## src/rtl/ram_16x8_ctrl.sv

```systemverilog
// 16x8 register RAM with debounced button control and a hex display word.
// Modes: VIEW (browse/write), SCAN (auto address step), FILL (write all).
module ram_16x8_ctrl #(
  parameter int DB_BITS   = 20,
  parameter int SCAN_BITS = 26
) (
  input  logic        clk,
  input  logic        clr,
  input  logic [7:0]  sw,
  input  logic        btn_wr,
  input  logic        btn_inc,
  input  logic        btn_dec,
  input  logic        btn_mode,
  input  logic        btn_fill,
  output logic [15:0] x,
  output logic        busy
);

  typedef enum logic [1:0] {
    S_VIEW = 2'd0,
    S_SCAN = 2'd1,
    S_FILL = 2'd2
  } state_t;

  localparam int NB = 5;

  logic [NB-1:0]      w_btn;
  logic [NB-1:0]      r_s1;
  logic [NB-1:0]      r_s2;
  logic [NB-1:0]      r_st;
  logic [NB-1:0]      r_pls;
  logic [DB_BITS-1:0] r_cnt [NB];

  assign w_btn = {btn_fill, btn_mode, btn_dec, btn_inc, btn_wr};

  // Pulse is raised together with the stable 0->1 update.
  always_ff @(posedge clk or negedge clr) begin
    if (!clr) begin
      r_s1  <= '0;
      r_s2  <= '0;
      r_st  <= '0;
      r_pls <= '0;
      for (int i = 0; i < NB; i++) r_cnt[i] <= '0;
    end else begin
      r_s1 <= w_btn;
      r_s2 <= r_s1;
      for (int i = 0; i < NB; i++) begin
        r_pls[i] <= 1'b0;
        if (r_s2[i] != r_st[i]) begin
          if (&r_cnt[i]) begin
            r_st[i]  <= r_s2[i];
            r_cnt[i] <= '0;
            r_pls[i] <= r_s2[i];
          end else begin
            r_cnt[i] <= r_cnt[i] + DB_BITS'(1);
          end
        end else begin
          r_cnt[i] <= '0;
        end
      end
    end
  end

  logic w_p_wr;
  logic w_p_inc;
  logic w_p_dec;
  logic w_p_mode;
  logic w_p_fill;

  assign w_p_wr   = r_pls[0];
  assign w_p_inc  = r_pls[1];
  assign w_p_dec  = r_pls[2];
  assign w_p_mode = r_pls[3];
  assign w_p_fill = r_pls[4];

  state_t               r_state;
  state_t               w_state_nx;
  logic [3:0]           r_addr;
  logic [3:0]           w_addr_nx;
  logic [SCAN_BITS-1:0] r_div;
  logic [SCAN_BITS-1:0] w_div_nx;
  logic [3:0]           r_fidx;
  logic [3:0]           w_fidx_nx;
  logic                 w_we;
  logic [3:0]           w_waddr;
  logic [7:0]           r_mem [16];
  logic [3:0]           w_mode;
  logic [15:0]          r_x;
  logic                 r_busy;

  always_ff @(posedge clk or negedge clr) begin
    if (!clr) begin
      r_state <= S_VIEW;
      r_addr  <= '0;
      r_div   <= '0;
      r_fidx  <= '0;
    end else begin
      r_state <= w_state_nx;
      r_addr  <= w_addr_nx;
      r_div   <= w_div_nx;
      r_fidx  <= w_fidx_nx;
    end
  end

  // Only the highest-priority pulse acts: fill > mode > wr > inc > dec.
  always_comb begin
    w_state_nx = r_state;
    w_addr_nx  = r_addr;
    w_div_nx   = r_div;
    w_fidx_nx  = r_fidx;
    w_we       = 1'b0;
    w_waddr    = r_addr;
    unique case (r_state)
      S_VIEW: begin
        if (w_p_fill) begin
          w_state_nx = S_FILL;
          w_fidx_nx  = '0;
        end else if (w_p_mode) begin
          w_state_nx = S_SCAN;
          w_div_nx   = '0;
        end else if (w_p_wr) begin
          w_we = 1'b1;
        end else if (w_p_inc) begin
          w_addr_nx = r_addr + 4'd1;
        end else if (w_p_dec) begin
          w_addr_nx = r_addr - 4'd1;
        end
      end
      S_SCAN: begin
        w_div_nx = r_div + SCAN_BITS'(1);
        if (w_p_fill) begin
          w_state_nx = S_FILL;
          w_fidx_nx  = '0;
        end else if (w_p_mode) begin
          w_state_nx = S_VIEW;
        end else begin
          w_we = w_p_wr;
          if (&r_div) w_addr_nx = r_addr + 4'd1;
        end
      end
      S_FILL: begin
        w_we      = 1'b1;
        w_waddr   = r_fidx;
        w_fidx_nx = r_fidx + 4'd1;
        if (&r_fidx) w_state_nx = S_VIEW;
      end
      default: begin
        w_state_nx = S_VIEW;
      end
    endcase
  end

  always_ff @(posedge clk or negedge clr) begin
    if (!clr) begin
      for (int i = 0; i < 16; i++) r_mem[i] <= '0;
    end else if (w_we) begin
      r_mem[w_waddr] <= sw;
    end
  end

  always_comb begin
    w_mode = 4'h0;
    unique case (r_state)
      S_SCAN:  w_mode = 4'h5;
      S_FILL:  w_mode = 4'hF;
      default: w_mode = 4'h0;
    endcase
  end

  always_ff @(posedge clk or negedge clr) begin
    if (!clr) begin
      r_x    <= '0;
      r_busy <= 1'b0;
    end else begin
      r_x    <= {r_addr, w_mode, r_mem[r_addr]};
      r_busy <= (w_state_nx == S_FILL);
    end
  end

  assign x    = r_x;
  assign busy = r_busy;

endmodule

```

## config.mk

```make
export PLATFORM = sky130hd
export DESIGN_NAME = ram_16x8_ctrl
export DESIGN_NICKNAME = d
export VERILOG_FILES = /design/src/rtl/ram_16x8_ctrl.sv
export SDC_FILE = /design/constraint.sdc
export NUM_CORES = 1
export LEC_CHECK = 0
export CAP_MARGIN = 30
export CELL_PAD_IN_SITES_DETAIL_PLACEMENT = 1
export CELL_PAD_IN_SITES_GLOBAL_PLACEMENT = 1
export CORE_ASPECT_RATIO = 1.4
export CORE_MARGIN = 1
export CORE_UTILIZATION = 51
export DETAILED_ROUTE_END_ITERATION = 6
export PLACE_DENSITY = 0.79
export SLEW_MARGIN = 10
export SYNTH_ARGS = -nofsm -noshare
export SYNTH_HDL_FRONTEND = slang
export SYNTH_SLANG_ARGS = --single-unit
```

## constraint.sdc

```tcl
create_clock -name clk -period 2.6 [get_ports clk]
set_input_delay 0.52 -clock clk [delete_from_list [all_inputs] [get_ports clk]]
set_output_delay 0.52 -clock clk [all_outputs]
set_load 0.02 [all_outputs]
```

==> results by group, run 1 <==
Critical path
  – WP data required: 3020 ps
  – Crit path max fanout: 14
  – Startpoint Class: register
  – Arrival time at the worst endpoint: 2870 ps
  – Worst setup EP type: register
  – Setup CP Type: reg -> reg

Die
  – Row cnt: 70
  – I/O pins: 32
  – Core ar.: 26100 µm²
  – Chip Width: 140 µm
  – Initial Util: 52.0%
  – Die area: 27300 µm²
  – Die height: 195 µm

Synth
  – Post-synth EDFFs: 0
  – Xor/xnor cell area share of the yosys netlist: 7.56%
  – Synthesized area per cell: 12.3 µm²
  – Post-Synth Simple-Gate Area: 14.3%
  – Sequential fraction of the synthesis area: 55.2%
  – Gate Count Post-Synth: 1106
  – Post-synthesis net count: 1134
  – Mux cell area share after synthesis: 17.8%
  – FFs w/ async S/R, synth: 100%
  – #FFs+latches synth: 299
  – Synthesized area: 13600 µm²
  – Number of synthesis warnings: 0
  – Synth cell types: 51
  – Ys flop type: dfrtp_1
  – Adder-cell share of the synthesized area: 1.20%
  – Largest family of logic cells by synthesized area: multiplexers
  – Compound-Gate Fraction of Synth Area: 2.06%

CTS
  – Clock sink count: 299
  – CTS Buffer Depth: 3
  – CTS tree: built
  – Post-CTS setup buffer count: 0
  – Root buffer cell: clkbuf_16
  – Clock-pin slew on the worst setup and hold paths: 70 ps
  – CTS Buf Count: 30
  – H-tree depth: 1
  – Clock latency on the worst-skew pair: 560 ps

Power
  – Pleak: 6.55 nW
  – Switch Pwr: 2.20 mW
  – Clock Power Share: 49.5%
  – Internal Power: 8.29 mW
  – Overall Power: 10.5 mW
  – Comb pwr share: 4.0%
  – Net Sw Frac: 21.0%
  – Worst VDD drop: 607 µV
  – Reg power frac: 46.5%
  – P per Cell Area: 671 nW/µm²

Route
  – Avg Vias per Cell: 5.82
  – Routed wire per std cell: 20.5 µm
  – Drt total wl: 31.0 mm
  – Drt drc: 0
  – Vias post-DR: 8782
  – 1st-pass router iterations: 4
  – DRT iter0 DRCs: 428
  – Routed Antenna Nets: 0

GRT
  – GR peak layer: met2
  – Total track usage: 24.4%
  – Met1 usage: 28.6%
  – First-pass GRT wire length: 52.8 mm
  – Initial antenna violation count: 0
  – GR Util met3: 2.98%
  – Vias in the first global route: 10.1k
  – Total gr overflow: 0
  – M2 GR Usage: 45.8%
  – Largest net degree at the start of global routing: 61

Placed design
  – Routability cong.: 0.785
  – Dpl ws: 123 ps
  – IO buf count: 31
  – DP HPWL: 20.3 mm

STA
  – Skew final: 21.3 ps
  – Final Cycle Share: 93.9%
  – Max Slew Vio Count: 0
  – Final Hold Vio Count: 0
  – RSZ-0062 raised after global routing: true
  – Fin crit period: 2440 ps
  – Rel. slew slack: 49.0%
  – Tightest Pin Transition: 757 ps
  – Fin worst setup slack: 158 ps
  – Setup Viol. Count Final: 0
  – Achievable Freq: 0.409 GHz

Flow run
  – Maxcap violations: 0

Hold path
  – Hold Crit Class: reg -> reg

Final layout
  – Nets: 1190
  – Core Util, Final: 59.8%
  – Filler cell count: 2607
  – Area added between synthesis and finish: 15.2%
  – Antenna Cells: 0
  – Fraction of layout cells with a size suffix above 1: 22.4%

Status
  – Outcome: completed
==> worst max-delay path: stages (launching register included) <==
cell	delay, ps
dfrtp_1	430
inv_1	100
ha_2	290
inv_1	170
nand3_1	110
a21oi_1	390
nand2_1	390
mux2_2	420
==> metrics by stage <==
| step | std cells | cell area, µm² | hold WS (ps) | TNS (ps) |
|---|---|---|---|---|
| 6_report | 1510 | 15600 | 349 | 0 |
| 5_1_grt | 1510 | 15600 | 370 | -218 |
| 4_1_cts | 1510 | 15600 | 350 | 0 |
| 3_5_place_dp | 1453 | 14400 | 336 | 0 |
| 3_3_place_gp | 1453 | 14400 | 332 | 0 |
| 2_1_floorplan | 1106 | 13600 | 224 | 0 |
==> repair_timing <==
action | in CTS | in global routing
hold buffers | 1 | 0
hold endpoints to repair | 51 | 0
endpoints found under the setup margin | 0 | 80
gates resized for setup | 0 | 1
==> flip-flops by register name, indices dropped and copies added, names as in the netlist <==
register  cells
busy          1
r_addr        4
r_cnt       100
r_div        26
r_fidx        4
r_mem       128
r_pls         5
r_s1          5
r_s2          5
r_st          5
r_state       2
x            14
==> per-layer routing <==
metal | wire length (µm) | part of all wire, % | vias to the layer above
met4 | 819 | 2.6 | 0
met3 | 874 | 2.8 | 56
met5 | 0 | 0 | -
li1 | - | - | 3991
met2 | 17000 | 55 | 123
met1 | 12200 | 39 | 4612
==> Yosys cell counts (all sizes together), types with 2 or more instances <==
cell type  number  area [µm²]
nand4          36         246
o32ai           2        17.5
nand2          60         225
mux2          133        1500
ha             13         163
a21oi          14        70.1
and4           11        96.3
nor2          156         586
nand3          54         270
inv            25        93.8
buf            16        88.8
a31oi           2        12.5
nand2b         10        70.1
nor3b           5        37.5
dfrtp         299        7480
nor3           21         105
or2             2        12.5
xor2           61         534
nor2b           4        25.0
o21ai          17        85.1
mux4           40         901
nand3b          2        15.0
o32a            3        30.0
and2            4        25.0
or3             7        48.8
clkbuf         20        75.1
xnor2          56         490
a221oi          2        23.8
and3           13        81.3
nor4            9        71.3
==> cells by family (layout without fill, tap and decap cells) <==
kind of cell,count (synthesis),in the layout
adders and majority gates,13,13
DFF,299,299
and+or+nand+nor,397,397
xor gates and xnor gates,117,117
buffers and inverters,61,141
AOI/OAI and AO/OA,45,45
muxes,174,174
==> layout make-up <==
type / instances / area (µm²) / share of cell area [%]
Inverter: 25 / 93.8 / 0.601
Clock buffer: 37 / 848 / 5.43
Multi-Input combinational cell: 746 / 5830 / 37.3
Timing Repair Buffer: 60 / 598 / 3.83
Tap cell: 324 / 405 / 2.60
Clock inverter: 19 / 363 / 2.32
Sequential cell: 299 / 7480 / 47.9
==> cell usage in the layout (no fill, tap or decap), types with 4 or more instances in the layout <==
| master | n |
|---|---|
| dfrtp_1 | 297 |
| nor2_1 | 156 |
| mux2_2 | 129 |
| xor2_1 | 61 |
| nand2_1 | 60 |
| xnor2_1 | 56 |
| nand3_1 | 54 |
| mux4_2 | 40 |
| nand4_1 | 34 |
| clkbuf_16 | 31 |
| clkdlybuf4s50_1 | 30 |
| inv_1 | 25 |
| buf_4 | 23 |
| nor3_1 | 21 |
| o21ai_0 | 15 |
| a21oi_1 | 14 |
| and3_1 | 13 |
| ha_1 | 12 |
| and4_1 | 11 |
| bufinv_16 | 10 |
| nand2b_1 | 9 |
| nor4_1 | 8 |
| or3_1 | 6 |
| nor3b_1 | 5 |
| clkbuf_8 | 5 |
| buf_12 | 5 |
| and2_1 | 4 |
| nor2b_1 | 4 |
| clkinvlp_4 | 4 |
==> path summary, 6_finish.rpt <==
| path | slack (ps) | depth (start not counted) | startpoint | end |
|---|---|---|---|---|
| min in group asynchronous | 480 | 2 | clr | r_div[11]$_DFFE_PN0P_ |
| worst max-delay path | 160 | 7 | r_state[0]$_DFF_PN0_ | r_mem[19]$_DFFE_PN0P_ |
| worst min register to register | 350 | 0 | r_s1[2]$_DFF_PN0_ | r_s2[2]$_DFF_PN0_ |
| worst max register to register | 160 | 7 | r_state[0]$_DFF_PN0_ | r_mem[19]$_DFFE_PN0P_ |
| worst min-delay path | 350 | 0 | r_s1[2]$_DFF_PN0_ | r_s2[2]$_DFF_PN0_ |
| max in group asynchronous | 1260 | 3 | clr | r_mem[116]$_DFFE_PN0P_ |
==> power groups by stage <==
stage | Clock (mW) | Combinational (mW) | Sequential [mW]
finish | 5.19 | 0.419 | 4.88
global route | 5.46 | 0.472 | 4.89
CTS | 5.31 | 0.432 | 4.88
detailed placement | 0 | 0.424 | 4.96
global placement | 0 | 0.402 | 4.94
floorplan | 0 | 0.207 | 4.93
Note: power is estimated with default switching activity, not from simulation.
==> run 2, diff against run 1 <==
GPL_ROUTABILITY_DRIVEN = 0   (was default)
==> results of run 2 <==
No change in the layout: final DEF, timing and power equal those of run 1.
